## src/rtl/axi_read_arbiter.sv

```systemverilog
// axi_read_arbiter
// Shares one AXI read channel between three L1 clients: icache line refill,
// dcache line refill and dcache uncached word read. Each transaction runs
// IDLE -> AR -> R -> DONE and ends with a one-cycle done pulse to its owner.
//
// Ports
//   clk, rst                      clock, asynchronous active-low reset
//   inst_req_i/addr_i/done_o/rdata_o   icache line client (128-bit line)
//   data_req_i/addr_i/done_o/rdata_o   dcache line client (128-bit line)
//   unc_req_i/addr_i/done_o/rdata_o    uncached word client (32-bit word)
//   err_o                         error of the completing transaction, with done
//   busy_o                        arbiter not idle
//   ar*/r*                        AXI read address / read data channels
module axi_read_arbiter #(
    parameter int STARVE_MAX = 4
) (
    input  logic         clk,
    input  logic         rst,
    input  logic         inst_req_i,
    input  logic [31:0]  inst_addr_i,
    output logic         inst_done_o,
    output logic [127:0] inst_rdata_o,
    input  logic         data_req_i,
    input  logic [31:0]  data_addr_i,
    output logic         data_done_o,
    output logic [127:0] data_rdata_o,
    input  logic         unc_req_i,
    input  logic [31:0]  unc_addr_i,
    output logic         unc_done_o,
    output logic [31:0]  unc_rdata_o,
    output logic         err_o,
    output logic         busy_o,
    output logic         arvalid_o,
    input  logic         arready_i,
    output logic [31:0]  araddr_o,
    output logic [7:0]   arlen_o,
    output logic [2:0]   arsize_o,
    input  logic         rvalid_i,
    output logic         rready_o,
    input  logic [31:0]  rdata_i,
    input  logic [1:0]   rresp_i,
    input  logic         rlast_i
);
    localparam logic [1:0] ST_IDLE = 2'd0;
    localparam logic [1:0] ST_AR   = 2'd1;
    localparam logic [1:0] ST_R    = 2'd2;
    localparam logic [1:0] ST_DONE = 2'd3;

    localparam logic [1:0] ID_INST = 2'd0;
    localparam logic [1:0] ID_DATA = 2'd1;
    localparam logic [1:0] ID_UNC  = 2'd2;

    localparam int SW = $clog2(STARVE_MAX + 1);

    logic [1:0]    state_reg;
    logic [1:0]    winner_reg;
    logic [31:0]   addr_reg;
    logic [7:0]    len_reg;
    logic [1:0]    beat_cnt_reg;
    logic [SW-1:0] starve_cnt_reg;
    logic          rr_reg;       // 1: data was the last line served, inst wins a tie
    logic          err_reg;
    logic [31:0]   unc_rdata_reg;

    // Arbitration
    logic line_pending;
    logic starve_block;
    logic grant_unc;
    logic grant_data;
    logic any_req;

    assign line_pending = inst_req_i | data_req_i;
    assign any_req      = line_pending | unc_req_i;
    // Once the uncached client has taken STARVE_MAX grants in a row over a
    // waiting line client, it yields one grant.
    assign starve_block = line_pending && (starve_cnt_reg == SW'(STARVE_MAX));
    assign grant_unc    = unc_req_i && !starve_block;
    assign grant_data   = !grant_unc && data_req_i && (!inst_req_i || !rr_reg);

    // A beat is in error on a bad response, an rlast before the expected last
    // beat, or a missing rlast at/after the expected last beat.
    logic beat_err;
    logic beat_fire;
    assign beat_fire = (state_reg == ST_R) && rvalid_i;
    assign beat_err  = (rresp_i != 2'b00)
                    || ( rlast_i && ({6'd0, beat_cnt_reg} != len_reg))
                    || (!rlast_i && ({6'd0, beat_cnt_reg} == len_reg));

    always_ff @(posedge clk or negedge rst) begin
        if (!rst) begin
            state_reg      <= ST_IDLE;
            winner_reg     <= ID_INST;
            addr_reg       <= '0;
            len_reg        <= '0;
            beat_cnt_reg   <= '0;
            starve_cnt_reg <= '0;
            rr_reg         <= 1'b0;
            err_reg        <= 1'b0;
            unc_rdata_reg  <= '0;
        end else begin
            case (state_reg)
                ST_IDLE: begin
                    if (any_req) begin
                        state_reg <= ST_AR;
                        if (grant_unc) begin
                            winner_reg <= ID_UNC;
                            addr_reg   <= unc_addr_i;
                            len_reg    <= 8'h0;
                            if (!line_pending)
                                starve_cnt_reg <= '0;
                            else if (starve_cnt_reg != SW'(STARVE_MAX))
                                starve_cnt_reg <= starve_cnt_reg + 1'b1;
                        end else if (grant_data) begin
                            winner_reg     <= ID_DATA;
                            addr_reg       <= {data_addr_i[31:4], 4'b0};
                            len_reg        <= 8'h3;
                            rr_reg         <= 1'b1;
                            starve_cnt_reg <= '0;
                        end else begin
                            winner_reg     <= ID_INST;
                            addr_reg       <= {inst_addr_i[31:4], 4'b0};
                            len_reg        <= 8'h3;
                            rr_reg         <= 1'b0;
                            starve_cnt_reg <= '0;
                        end
                    end
                end
                ST_AR: begin
                    if (arready_i) begin
                        state_reg    <= ST_R;
                        beat_cnt_reg <= '0;
                        err_reg      <= 1'b0;
                    end
                end
                ST_R: begin
                    if (rvalid_i) begin
                        if (winner_reg == ID_UNC)
                            unc_rdata_reg <= rdata_i;
                        // Saturate so excess beats keep landing in the last slice.
                        if (beat_cnt_reg != 2'd3)
                            beat_cnt_reg <= beat_cnt_reg + 2'd1;
                        err_reg <= err_reg | beat_err;
                        if (rlast_i)
                            state_reg <= ST_DONE;
                    end
                end
                default: begin
                    state_reg <= ST_IDLE;
                end
            endcase
        end
    end

    // Line buffers, one 32-bit word register per slice and client.
    genvar gi;
    generate
        for (gi = 0; gi < 4; gi++) begin : g_slice
            logic [31:0] inst_word_reg;
            logic [31:0] data_word_reg;

            always_ff @(posedge clk or negedge rst) begin
                if (!rst) begin
                    inst_word_reg <= '0;
                    data_word_reg <= '0;
                end else if (beat_fire && (beat_cnt_reg == 2'(gi))) begin
                    if (winner_reg == ID_INST)
                        inst_word_reg <= rdata_i;
                    if (winner_reg == ID_DATA)
                        data_word_reg <= rdata_i;
                end
            end

            assign inst_rdata_o[gi*32 +: 32] = inst_word_reg;
            assign data_rdata_o[gi*32 +: 32] = data_word_reg;
        end
    endgenerate

    assign unc_rdata_o = unc_rdata_reg;
    assign inst_done_o = (state_reg == ST_DONE) && (winner_reg == ID_INST);
    assign data_done_o = (state_reg == ST_DONE) && (winner_reg == ID_DATA);
    assign unc_done_o  = (state_reg == ST_DONE) && (winner_reg == ID_UNC);
    assign err_o       = (state_reg == ST_DONE) && err_reg;
    assign busy_o      = (state_reg != ST_IDLE);
    assign arvalid_o   = (state_reg == ST_AR);
    assign rready_o    = (state_reg == ST_R);
    assign araddr_o    = addr_reg;
    assign arlen_o     = len_reg;
    assign arsize_o    = 3'b010;

endmodule

```

## config.mk

```make
export PLATFORM = sky130hd
export DESIGN_NAME = axi_read_arbiter
export DESIGN_NICKNAME = d
export VERILOG_FILES = /design/src/rtl/axi_read_arbiter.sv
export SDC_FILE = /design/constraint.sdc
export NUM_CORES = 1
export LEC_CHECK = 0
export CORE_MARGIN = 2
export CORE_UTILIZATION = 40
export CTS_CLUSTER_SIZE = 20
export DETAILED_ROUTE_END_ITERATION = 8
export PLACE_DENSITY_LB_ADDON = 0.3
export SYNTH_ARGS = -nofsm -noshare
export SYNTH_HDL_FRONTEND = slang
export SYNTH_SLANG_ARGS = --single-unit
```

## constraint.sdc

```tcl
create_clock -name clk -period 3.1 [get_ports clk]
set_clock_uncertainty 0.2 [all_clocks]
set_input_delay 0.62 -clock clk [delete_from_list [all_inputs] [get_ports clk]]
set_output_delay 0.62 -clock clk [all_outputs]
set_load 0.02 [all_outputs]
```

==> results.toml <==
[outcome]
status = "finished, final reports clean"

[worst_setup_path]
max_stage_delay_ps = 660
cp-start-kind = "flip-flop"
crit_type = "reg2out"
worstReg2RegStart = "state_reg[0]$_DFFE_PN0P_"
cp_max_fo = 9
crit_chain = "nand2b_1 -> nor2_1 -> clkdlybuf4s50_1"
end_kind = "primary output"
cp.arrival_ps = 2110
crit_start = "winner_reg[1]$_DFFE_PN0P_"
required_ps = 2280
slowest_stage = "clkdlybuf4s50_1"

[sta]
slew_headroom_pct = 46.88
final_hold_viol_count = 0
tns_ps = 0
slew_viol_final = 0
clock.fmax_mhz = 341.7
period_minus_slack_ps = 2927
fin_crit_sh_pct = 94.40
setup_viol_count_final = 0
timing.final.ws_setup_ps = 173.5
rsz0062_at_grt = "no"
worst_pin_slew_ps = 796.9

[synthesis]
synth.distinct_cells = 43
ys_seq_area_share_pct = 62.63
ys_ff_latch = 332
synth_edf_count = 0
synthFlopType = "dfrtp_1"
syn_avg_cell_area_sq_um = 14.97
async_flop_share_pct = 100.0
syn_inst = 886
synth_area_sq_mm = 0.01327
yosysWarnings = 0

[routing]
drt-initial-drc-count = 394
drt-total-wl_um = 37740
wl_per_cell_um = 20.60
viasPerCell = 4.953
route.detailed.drc = 0
vias = 9074
firstDrtPassIters = 5
ant_nets = 0

[global_route]
antenna_found_initial = 0
grt_max_degree = 73
grt_pass1_wl_um = 56370
grt_pass1_vias = 9451
grt_remaining_overflow = 0
grt_usage_pct = 21.54

[clock_network]
clk_path_buf_depth = 3
numCtsBuffers = 37
cts_sinks = 332
clk_latency_ps = 510
cts_max_level = 2
cts_tree = "built"
clockRootBuffer = "clkbuf_16"
path_clk_slew_ps = 60

[layout]
nets = 1512
layout-drive-gt1-share_pct = 26.91
area_growth_pct = 48.45
antennaDiodeCount = 0
layout_common_cells = "457 x clkdlybuf4s50_1, 332 x dfrtp_1, 271 x mux2_2"
mostFrequentLayoutCell = "clkdlybuf4s50_1"

[floorplan]
num_rows = 66
die_area_sq_mm = 0.03464
initial_core_util_pct = 40.67
pin_count = 476
die_y_um = 186.1
core-area_sq_mm = 0.03262
die_x_um = 186.1

[placed_design]
place.gp.congestion = 0.7773
hpwl_um = 26480
dpl_worst_slack_ps = 292.3
port-buffer-count = 458

[hold_path]
holdCritStartpoint = "err_reg$_DFFE_PN0P_"
hold_path.class = "reg2reg"

[power_and_ir_drop]
ir_drop_v = 0.0005795
power.density_mw_per_mm2 = 990.6
p_leak_nw = 8.942

[run]
drv_cap = 0
power breakdown:
| group | total, mW | switching (mW) | internal (mW) |
|---|---|---|---|
| registers | 6.83 | 0.890 | 5.94 |
| clock network | 4.35 | 1.73 | 2.62 |
| logic | 8.32 | 4.07 | 4.25 |
| total | 19.5 | 6.70 | 12.8 |
area by class of cell:
| cell class | instances | area, sq um |
|---|---|---|
| Fill cell | 2572 | 12930 |
| Sequential cell | 332 | 8308 |
| Inverter | 23 | 86.33 |
| Multi-Input combinational cell | 479 | 4572 |
| Timing Repair Buffer | 490 | 4945 |
| Clock buffer | 53 | 1087 |
| Clock inverter | 13 | 141.4 |
| Tap cell | 442 | 553.0 |
kinds of logic (layout without fill, tap and decap cells):
family,count (synthesis),after routing,synth area share (%)
AND/OR/NAND/NOR,86,86,3.000
multiplexers,306,306,25.82
adder cells (fa/ha/maj),11,11,1.038
other,2,9,0.05661
flip-flops,332,332,62.63
AO/OA/AOI/OAI,67,67,4.018
buffers and inverters,82,579,3.443
path summary, 6_finish.rpt:
kind                                                             to  slack [ps]  cells after the start
hold / removal                                  err_reg$_DFFE_PN0P_         280                      1
min in group asynchronous                  araddr_o[18]$_DFFE_PN0P_         470                      2
setup reg to reg           g_slice[0].inst_word_reg[26]$_DFFE_PN0P_         630                      6
hold reg to reg                                 err_reg$_DFFE_PN0P_         280                      1
setup / recovery                                        data_done_o         170                      3
max in group asynchronous                  araddr_o[21]$_DFFE_PN0P_        1410                      3
layer usage:
metal	vias up	track usage (%)	wire [um]
met5	-	0	0
met4	0	7.118	1167
met3	63	6.613	3158
met2	352	36.89	18660
met1	4574	25.88	14760
li1	4085	-	-
worst max-delay path: cells and delay by family (launching register included):
kind                   cells  cell delay (ps)
AND/OR/NAND/NOR            2              450
buffers and inverters      1              660
flip-flops                 1              480
Yosys cell counts, types with 2 or more instances:
| cell | number | area share, % |
|---|---|---|
| a21boi_0 | 2 | 0.11 |
| a21o_1 | 3 | 0.17 |
| a21oi_1 | 16 | 0.60 |
| a221o_1 | 13 | 0.98 |
| a221oi_1 | 14 | 0.92 |
| a22o_1 | 4 | 0.26 |
| a31oi_1 | 2 | 0.094 |
| buf_2 | 23 | 0.87 |
| buf_4 | 20 | 1.1 |
| buf_6 | 6 | 0.51 |
| clkbuf_1 | 10 | 0.28 |
| conb_1 | 2 | 0.057 |
| dfrtp_1 | 332 | 63 |
| ha_1 | 11 | 1.0 |
| inv_1 | 23 | 0.65 |
| mux2_1 | 18 | 1.5 |
| mux2_2 | 271 | 23 |
| mux2i_1 | 17 | 1.3 |
| nand2_1 | 39 | 1.1 |
| nand2b_1 | 2 | 0.094 |
| nand3_1 | 7 | 0.26 |
| nor2_1 | 9 | 0.25 |
| nor2_2 | 2 | 0.094 |
| nor3_1 | 16 | 0.60 |
| o21ai_0 | 4 | 0.15 |
| or3_1 | 3 | 0.14 |
stage by stage:
step | hold WS [ps] | cells | power [mW] | instance area (sq um) | util [%]
finish | 280.9 | 1832 | 19.51 | 19690 | 60.37
global route | 312.1 | 1832 | 20.50 | 19690 | 60.37
CTS | 282.5 | 1832 | 19.74 | 19690 | 60.37
detailed placement | 269.1 | 1765 | 15.30 | 18450 | 56.57
global placement | 265.2 | 1765 | 15.11 | 18450 | 56.57
floorplan | 124.4 | 893 | 10.96 | 13290 | -
repair_timing:
item,CTS,global route
buffers inserted,0,0
hold buffers,1,0
gates resized for setup,1,0
endpoints found under the setup margin,1,0
endpoints found under the hold margin,63,0
Note: power is estimated with default switching activity, not from simulation.
